--- src/rtl/video_timing_if.sv ---
// Bundle between the raster timing generator and its consumers: pixel-rate
// controls in, counts and decoded timing flags out.
interface video_timing_if #(
   parameter int CNT_W = 11
);
   logic             pixEn;
   logic             resync;
   logic [CNT_W-1:0] hCount;
   logic [CNT_W-1:0] vCount;
   logic             hVisible;
   logic             vVisible;
   logic             de;
   logic             hSync;
   logic             vSync;
   logic             lineStart;
   logic             frameStart;

   modport master (
      input  pixEn, resync,
      output hCount, vCount, hVisible, vVisible, de, hSync, vSync, lineStart, frameStart
   );

   modport slave (
      output pixEn, resync,
      input  hCount, vCount, hVisible, vVisible, de, hSync, vSync, lineStart, frameStart
   );
endinterface

--- src/rtl/video_timing_gen.sv ---
// Horizontal/vertical raster timing generator. Counts and every decoded flag
// are registered together from the next-state counts, so they never skew.
module video_timing_gen #(
   parameter int H_VISIBLE  = 800,
   parameter int H_FRONT    = 40,
   parameter int H_SYNC     = 128,
   parameter int H_BACK     = 88,
   parameter int V_VISIBLE  = 600,
   parameter int V_FRONT    = 1,
   parameter int V_SYNC     = 4,
   parameter int V_BACK     = 23,
   parameter int H_SYNC_POL = 1,
   parameter int V_SYNC_POL = 0,
   parameter int CNT_W      = 11
) (
   input logic            clk,
   input logic            rstN,
   video_timing_if.master vt
);
   localparam int H_TOTAL = H_VISIBLE + H_FRONT + H_SYNC + H_BACK;
   localparam int V_TOTAL = V_VISIBLE + V_FRONT + V_SYNC + V_BACK;

   localparam logic [CNT_W-1:0] H_LAST     = CNT_W'(H_TOTAL - 1);
   localparam logic [CNT_W-1:0] V_LAST     = CNT_W'(V_TOTAL - 1);
   localparam logic [CNT_W-1:0] H_VIS_END  = CNT_W'(H_VISIBLE);
   localparam logic [CNT_W-1:0] V_VIS_END  = CNT_W'(V_VISIBLE);
   localparam logic [CNT_W-1:0] H_SYNC_BEG = CNT_W'(H_VISIBLE + H_FRONT);
   localparam logic [CNT_W-1:0] H_SYNC_END = CNT_W'(H_VISIBLE + H_FRONT + H_SYNC);
   localparam logic [CNT_W-1:0] V_SYNC_BEG = CNT_W'(V_VISIBLE + V_FRONT);
   localparam logic [CNT_W-1:0] V_SYNC_END = CNT_W'(V_VISIBLE + V_FRONT + V_SYNC);
   localparam logic [CNT_W-1:0] ONE        = CNT_W'(1);
   localparam logic             H_POL      = (H_SYNC_POL != 0);
   localparam logic             V_POL      = (V_SYNC_POL != 0);

   if ((64'd1 << CNT_W) < 64'(H_TOTAL) || (64'd1 << CNT_W) < 64'(V_TOTAL)) begin : g_width_check
      $error("CNT_W too narrow for the configured raster");
   end
   if (H_FRONT < 1 || H_SYNC < 1 || H_BACK < 1 || V_FRONT < 1 || V_SYNC < 1 || V_BACK < 1) begin : g_porch_check
      $error("porch and sync widths must be at least 1");
   end

   function automatic logic in_window(input logic [CNT_W-1:0] c, input logic [CNT_W-1:0] lo,
                                      input logic [CNT_W-1:0] hi);
      return (c >= lo) && (c < hi);
   endfunction

   function automatic logic sync_level(input logic active, input logic pol);
      return active ? pol : ~pol;
   endfunction

   logic [CNT_W-1:0] h_cnt_p0, v_cnt_p0;
   logic [CNT_W-1:0] h_cnt_p1, v_cnt_p1;
   logic             vld_p0;
   logic             h_vis_p1, v_vis_p1, de_p1, h_sync_p1, v_sync_p1;
   logic             line_start_p1, frame_start_p1;

   // Stage p0: next raster position; resync beats the normal advance
   assign vld_p0 = vt.pixEn;

   always_comb begin
      h_cnt_p0 = h_cnt_p1 + ONE;
      v_cnt_p0 = v_cnt_p1;
      if (vt.resync) begin
         h_cnt_p0 = '0;
         v_cnt_p0 = '0;
      end else if (h_cnt_p1 == H_LAST) begin
         h_cnt_p0 = '0;
         v_cnt_p0 = (v_cnt_p1 == V_LAST) ? '0 : v_cnt_p1 + ONE;
      end
   end

   // Stage p1: counts and flags decoded from the same next-state values
   always_ff @(posedge clk or negedge rstN) begin
      if (!rstN) begin
         h_cnt_p1       <= '0;
         v_cnt_p1       <= '0;
         h_vis_p1       <= 1'b1;
         v_vis_p1       <= 1'b1;
         de_p1          <= 1'b1;
         h_sync_p1      <= ~H_POL;
         v_sync_p1      <= ~V_POL;
         line_start_p1  <= 1'b1;
         frame_start_p1 <= 1'b1;
      end else if (vld_p0) begin
         h_cnt_p1       <= h_cnt_p0;
         v_cnt_p1       <= v_cnt_p0;
         h_vis_p1       <= (h_cnt_p0 < H_VIS_END);
         v_vis_p1       <= (v_cnt_p0 < V_VIS_END);
         de_p1          <= (h_cnt_p0 < H_VIS_END) && (v_cnt_p0 < V_VIS_END);
         h_sync_p1      <= sync_level(in_window(h_cnt_p0, H_SYNC_BEG, H_SYNC_END), H_POL);
         v_sync_p1      <= sync_level(in_window(v_cnt_p0, V_SYNC_BEG, V_SYNC_END), V_POL);
         line_start_p1  <= (h_cnt_p0 == '0);
         frame_start_p1 <= (h_cnt_p0 == '0) && (v_cnt_p0 == '0);
      end
   end

   assign vt.hCount     = h_cnt_p1;
   assign vt.vCount     = v_cnt_p1;
   assign vt.hVisible   = h_vis_p1;
   assign vt.vVisible   = v_vis_p1;
   assign vt.de         = de_p1;
   assign vt.hSync      = h_sync_p1;
   assign vt.vSync      = v_sync_p1;
   assign vt.lineStart  = line_start_p1;
   assign vt.frameStart = frame_start_p1;
endmodule

--- src/flat_wrapper.sv ---
// flat-port wrapper written by rule: the top's interface ports become plain ports
module video_timing_gen_flat 
#(
   parameter int H_VISIBLE  = 800,
   parameter int H_FRONT    = 40,
   parameter int H_SYNC     = 128,
   parameter int H_BACK     = 88,
   parameter int V_VISIBLE  = 600,
   parameter int V_FRONT    = 1,
   parameter int V_SYNC     = 4,
   parameter int V_BACK     = 23,
   parameter int H_SYNC_POL = 1,
   parameter int V_SYNC_POL = 0,
   parameter int CNT_W      = 11
)
  (clk, rstN, vt_pixEn, vt_resync, vt_hCount, vt_vCount, vt_hVisible, vt_vVisible, vt_de, vt_hSync, vt_vSync, vt_lineStart, vt_frameStart);
  video_timing_if #(.CNT_W(CNT_W)) vt_i ();
  input logic clk;
  input logic rstN;
  input wire logic [$bits(vt_i.pixEn)-1:0] vt_pixEn;
  input wire logic [$bits(vt_i.resync)-1:0] vt_resync;
  output wire logic [$bits(vt_i.hCount)-1:0] vt_hCount;
  output wire logic [$bits(vt_i.vCount)-1:0] vt_vCount;
  output wire logic [$bits(vt_i.hVisible)-1:0] vt_hVisible;
  output wire logic [$bits(vt_i.vVisible)-1:0] vt_vVisible;
  output wire logic [$bits(vt_i.de)-1:0] vt_de;
  output wire logic [$bits(vt_i.hSync)-1:0] vt_hSync;
  output wire logic [$bits(vt_i.vSync)-1:0] vt_vSync;
  output wire logic [$bits(vt_i.lineStart)-1:0] vt_lineStart;
  output wire logic [$bits(vt_i.frameStart)-1:0] vt_frameStart;
  assign vt_i.pixEn = vt_pixEn;
  assign vt_i.resync = vt_resync;
  assign vt_hCount = vt_i.hCount;
  assign vt_vCount = vt_i.vCount;
  assign vt_hVisible = vt_i.hVisible;
  assign vt_vVisible = vt_i.vVisible;
  assign vt_de = vt_i.de;
  assign vt_hSync = vt_i.hSync;
  assign vt_vSync = vt_i.vSync;
  assign vt_lineStart = vt_i.lineStart;
  assign vt_frameStart = vt_i.frameStart;
  video_timing_gen #(.H_VISIBLE(H_VISIBLE), .H_FRONT(H_FRONT), .H_SYNC(H_SYNC), .H_BACK(H_BACK), .V_VISIBLE(V_VISIBLE), .V_FRONT(V_FRONT), .V_SYNC(V_SYNC), .V_BACK(V_BACK), .H_SYNC_POL(H_SYNC_POL), .V_SYNC_POL(V_SYNC_POL), .CNT_W(CNT_W)) u_core (.clk(clk), .rstN(rstN), .vt(vt_i));
endmodule
--- config.mk ---
export PLATFORM = sky130hd
export DESIGN_NAME = video_timing_gen_flat
export DESIGN_NICKNAME = d
export VERILOG_FILES = /design/src/rtl/video_timing_if.sv /design/src/rtl/video_timing_gen.sv /design/src/flat_wrapper.sv
export SDC_FILE = /design/constraint.sdc
export NUM_CORES = 1
export LEC_CHECK = 0
export CAP_MARGIN = 20
export CORE_ASPECT_RATIO = 1.5
export CORE_UTILIZATION = 25
export DETAILED_ROUTE_END_ITERATION = 6
export GPL_TIMING_DRIVEN = 1
export HOLD_SLACK_MARGIN = 0.08
export PLACE_DENSITY = 0.52
export SLEW_MARGIN = 40
export SYNTH_ARGS = -nofsm -noshare
export SYNTH_HDL_FRONTEND = slang
export SYNTH_SLANG_ARGS = --single-unit
export TNS_END_PERCENT = 1
--- constraint.sdc ---
create_clock -name clk -period 3.4 [get_ports clk]
set_input_delay 0.85 -clock clk [delete_from_list [all_inputs] [get_ports clk]]
set_output_delay 0.85 -clock clk [all_outputs]
set_load 0.01 [all_outputs]
## Word level (Yosys, flattened, before mapping)

Index checks and enable logic that the tools add are counted.

- Add/subtract/negate cells: 2
- Order comparisons: 6
- Reduce and logical (&&, ||, !) cells: 6
- Eq/ne operators: 2
- Muxes and demuxes: 7

Operators with widths:

| kind | count |
|---|---|
| two-way mux 11 bit | 5 |
| less-than comparator 11 x 10 -> 1 bit, second input constant | 4 |
| adder 11 x 1 -> 11 bit, second input constant | 2 |
| greater-or-equal comparator 11 x 10 -> 1 bit, second input constant | 2 |
| logical NOT 11 bit | 2 |
| equality test 11 x 10 -> 1 bit, second input constant | 1 |
| equality test 11 bit, second input constant | 1 |
| logical AND 1 bit | 4 |
| two-way mux 1 bit | 2 |

- Register bits after elaboration: 29
- Output and inout port bits: 29
- Word-level logic and storage cells: 32
- Input bits: 4

## Depth between registers and ports, before layout

- Word-level depth: 7
- Depth in mapped cells: 9
- Depth with buffers taken out: 8

## Worst setup path before layout

OpenSTA, ideal clock, no wires.

- Path type: reg-to-reg
- From: register u_core.h_cnt_p1[8], in the netlist u_core.vt.hCount[8]
- To: register u_core.v_vis_p1, in the netlist u_core.vt.vVisible
- Path buffers: 1
- Path slack: 926 ps
- Library setup time: 92 ps
- Arrival time: 2382 ps
- Required time: 3308 ps
- Clock period less this slack: 2474 ps
- Stages on the path, launching flop included: 9
- Path through: dfrtp_1 > buf_6 > or3b_4 > nor4_4 > o2111a_1 > a21oi_1 > or4_1 > a21oi_2 > a21oi_1

- Cells in the longest elaborated chain, start to end: 4

Ends and longest elaborated chain:

| item | RTL line | source |
|---|---|---|
| from (decl) | video_timing_gen.sv:52 | `logic [CNT_W-1:0] h_cnt_p1, v_cnt_p1;` |
| from (signal assigned) | video_timing_gen.sv:85 | `h_cnt_p1 <= h_cnt_p0;` |
| equality test 11 bit | video_timing_gen.sv:66 | `end else if (h_cnt_p1 == H_LAST) begin` |
| two-way mux 11 bit | video_timing_gen.sv:66 |  |
| two-way mux 11 bit | video_timing_gen.sv:63 | `if (vt.resync) begin` |
| less-than comparator 11 x 10 -> 1 bit | video_timing_gen.sv:88 | `v_vis_p1 <= (v_cnt_p0 < V_VIS_END);` |
| to (signal assigned) | video_timing_gen.sv:88 |  |
| to (decl) | video_timing_gen.sv:54 | `logic h_vis_p1, v_vis_p1, de_p1, h_sync_p1, v_sync_p1;` |

No other way between the ends.
A chain may end at the register's enable or synchronous reset.

## Worst setup path after layout

- From: register u_core.h_cnt_p1[0], in the netlist u_core.vt.hCount[0]
- To: register u_core.v_vis_p1, in the netlist u_core.vt.vVisible

The elaborated chain is that of the path after synthesis.

==> flow_summary_export.csv <==
group,metric,value,unit
synthesis,synth_warnings,0,
floorplanning,core_area,8464,um2
synthesis,synthCells,270,
critical_path,critPathArrivalTime,3200,ps
synthesis,synth_top_cell_area_share,0.2624,
layout,drive_gt1_frac,0.1085,
timing,period_share,0.8822,
floorplanning,dieArea,9160,um2
power_and_ir_drop,peakVddDrop,0.0001871,V
floorplanning,die_w,78.48,um
timing,fin_skew,5.554,ps
clocking,clock_sinks,29,
global_routing,grt_pass1_vias,2171,
critical_path,r2r_slack,400,ps
synthesis,synth_area,2193,um2
layout,post-route-util,0.3290,
synthesis,synthFlopType,"dfrtp_1",
timing,setup_violations,0,
global_routing,gr-total-overflow,0,
synthesis,synthTopCellsByArea,"dfrtp_1 (26%), dfstp_2 (7.2%), o21ai_0 (6.6%)",
power_and_ir_drop,seqPwrFrac,0.353,
clocking,clockBufferDepth,2,
power_and_ir_drop,p_leak,1.023,nW
power_and_ir_drop,combinationalPowerShare,0.112,
timing,tns,0,ps
placed_design,place.port_buffers,32,
critical_path,cp-end-kind,"flip-flop",
power_and_ir_drop,intPower,838.6,uW
layout,fin_cells,402,
timing,clock.fmax,333.4,MHz
critical_path,startpoint_type,"flip-flop",
synthesis,ys_seq_area_frac,0.3343,
floorplanning,std_cell_rows,41,
placed_design,place_inst,394,
critical_path,r2r-start,"u_core.vt.hCount[0]",
floorplanning,io_pins,33,
clocking,clkSlewWorstSetupHoldPaths,50,ps
synthesis,synth_nets,276,
route,drc,0,
clocking,cts_max_level,2,
clocking,holdBufCountCts,0,
clocking,cts-resized-gates,0,
route,drtIter0Drc,182,
clocking,postCtsSetupRepairBufs,0,
timing,max_slew_margin,0.5934,
power_and_ir_drop,clkPwrFrac,0.535,
layout,syn_to_final_growth,26.98,%
route,vias,2179,
route,viasPerCell,5.420,
timing,drv_slew,0,
route,wl_per_cell,16.59,um
synthesis,yosys.area.top_type,"dfrtp_1",
power_and_ir_drop,swShare,0.2283,
timing,rsz0062_at_grt,"false",
route,wl,6.671,mm
worst_hold_path,hold_start,"u_core.vt.hVisible",
critical_path,startpoint,"u_core.vt.hCount[0]",
clocking,clk_latency,280,ps
synthesis,async_flop_share,1.000,
timing,worstMarginPinSlew,608.4,ps
route,dr.pass1.iters,4,
critical_path,cp.required,3600,ps
power_and_ir_drop,pwr_density_cell,390.2,nW/um2
floorplanning,initial_core_util,0.2591,
route,antenna_left,0,
power_and_ir_drop,switchingPower,248.1,uW
worst_hold_path,hold_path_class,"reg2reg",
layout,diodes,0,
synthesis,synth_common_cells,"nand2_1 (30), o21ai_0 (29), dfrtp_1 (23)",
placed_design,placed_cell_area,2594,um2
power_and_ir_drop,finalPower,1.087,mW
placed_design,place_congestion,0.9318,
global_routing,grt_pass1_wl,11.19,mm
floorplanning,die_y,116.7,um
timing,fin_crit,3000,ps
clocking,cts_root_buf,"clkbuf_16",
timing,hold_viol_final,0,
global_routing,antenna_found_initial,0,
global_routing,grt_max_degree,30,
global_routing,grt_usage,0.1602,
run_status,status,"completed",
placed_design,hpwl,4.900,mm
layout,final_area,2785,um2
clocking,numCtsBuffers,5,
synthesis,synth.most_common_cell,"nand2_1",
synthesis,synth.avg_cell_area,8.124,um2
synthesis,synth.distinct_cells,58,
critical_path,path_max_fanout,14,
synthesis,synth_seq_cells,29,
synthesis,synth-edff-count,0,
critical_path,path_class,"reg2reg",
flow_run,cap_violations,0,
layout,layout.nets,300,
clocking,tritoncts,"yes",
-- critical path, stage by stage, from the launching register on --
cell and delay [ps]:
dfrtp_1 470, ha_1 290, and4_1 520, nand4_1 350
nor2_1 330, xnor2_1 150, or4_1 550, a21oi_2 170
a21oi_1 80
-- per-layer routing --
layer	track usage	vias to the layer above	wire [um]
li1	-	1062	-
met1	0.1729	1041	2725
met2	0.2906	55	3469
met3	0.02500	21	180
met4	0.1012	0	295
met5	0	-	0
-- registers in the layout, summed over array words and instances, names as in the netlist --
register and flops:
u_core.vt.hSync 1, u_core.vt.vCount 11, u_core.vt.lineStart 1, u_core.vt.vSync 1
u_core.vt.hCount 11, u_core.vt.hVisible 1, u_core.vt.frameStart 1, u_core.vt.de 1
u_core.vt.vVisible 1
-- kinds of logic after synthesis --
group                      count (synthesis)  share of synthesized area
xor gates and xnor gates                   9                    0.03594
buffers and inverters                     29                    0.06046
AOI/OAI and AO/OA                         84                     0.2556
DFF                                       29                     0.3343
adders and majority gates                  2                    0.01141
muxes                                      7                    0.03423
and+or+nand+nor                          110                     0.2681
-- power groups by stage --
stage	clock network, mW	registers (mW)	logic (mW)
after detailed placement	0	0.390	0.122
after floorplan	0	0.390	0.0595
after CTS	0.598	0.384	0.123
after global placement	0	0.388	0.123
after global routing	0.610	0.386	0.137
final	0.582	0.384	0.121
-- cell type report --
type | instances | area, um2
fillers | 888 | 5679
multi-input cells | 212 | 1329
flip-flops and latches | 29 | 733.2
repair buffers | 39 | 372.9
well taps | 107 | 133.9
clock buffers | 5 | 125.1
clock inverters | 3 | 65.06
inverters | 7 | 26.28
-- worst paths after layout --
kind                            cells past startpoint                  end
worst max-delay path                                8   u_core.vt.vVisible
worst min-delay path                                2   u_core.vt.hVisible
worst max register to register                      8   u_core.vt.vVisible
worst min register to register                      2   u_core.vt.hVisible
max in group asynchronous                           2   u_core.vt.hVisible
min in group asynchronous                           2  u_core.vt.vCount[2]
-- placed cells by master (no fill, tap or decap), types with 4 or more instances in the layout --
master | netlist | routed
nand2_1 | 30 | 30
nor3_1 | 7 | 7
mux2_2 | 4 | 4
xor2_1 | 4 | 4
inv_1 | 7 | 7
nor2_1 | 17 | 17
clkbuf_16 | 0 | 5
xnor2_1 | 5 | 5
clkdlybuf4s50_1 | 0 | 32
dfrtp_1 | 23 | 23
o21ai_0 | 29 | 29
and3_1 | 9 | 9
nor4_1 | 5 | 5
o31ai_1 | 11 | 11
a21oi_1 | 12 | 12
buf_4 | 2 | 7
dfstp_2 | 6 | 6
o2bb2ai_1 | 4 | 4
nand3_1 | 14 | 14
nand4_1 | 9 | 9
-- metrics by stage --
stage          worst slack [ps]  hold WS (ps)
6_report                  400.4         470.3
2_1_floorplan             925.8         474.2
3_3_place_gp              531.4         464.9
5_1_grt                   127.1         493.0
3_5_place_dp              430.8         465.0
4_1_cts                   419.7         475.8
No activity file was read; power rests on OpenSTA's default activity.
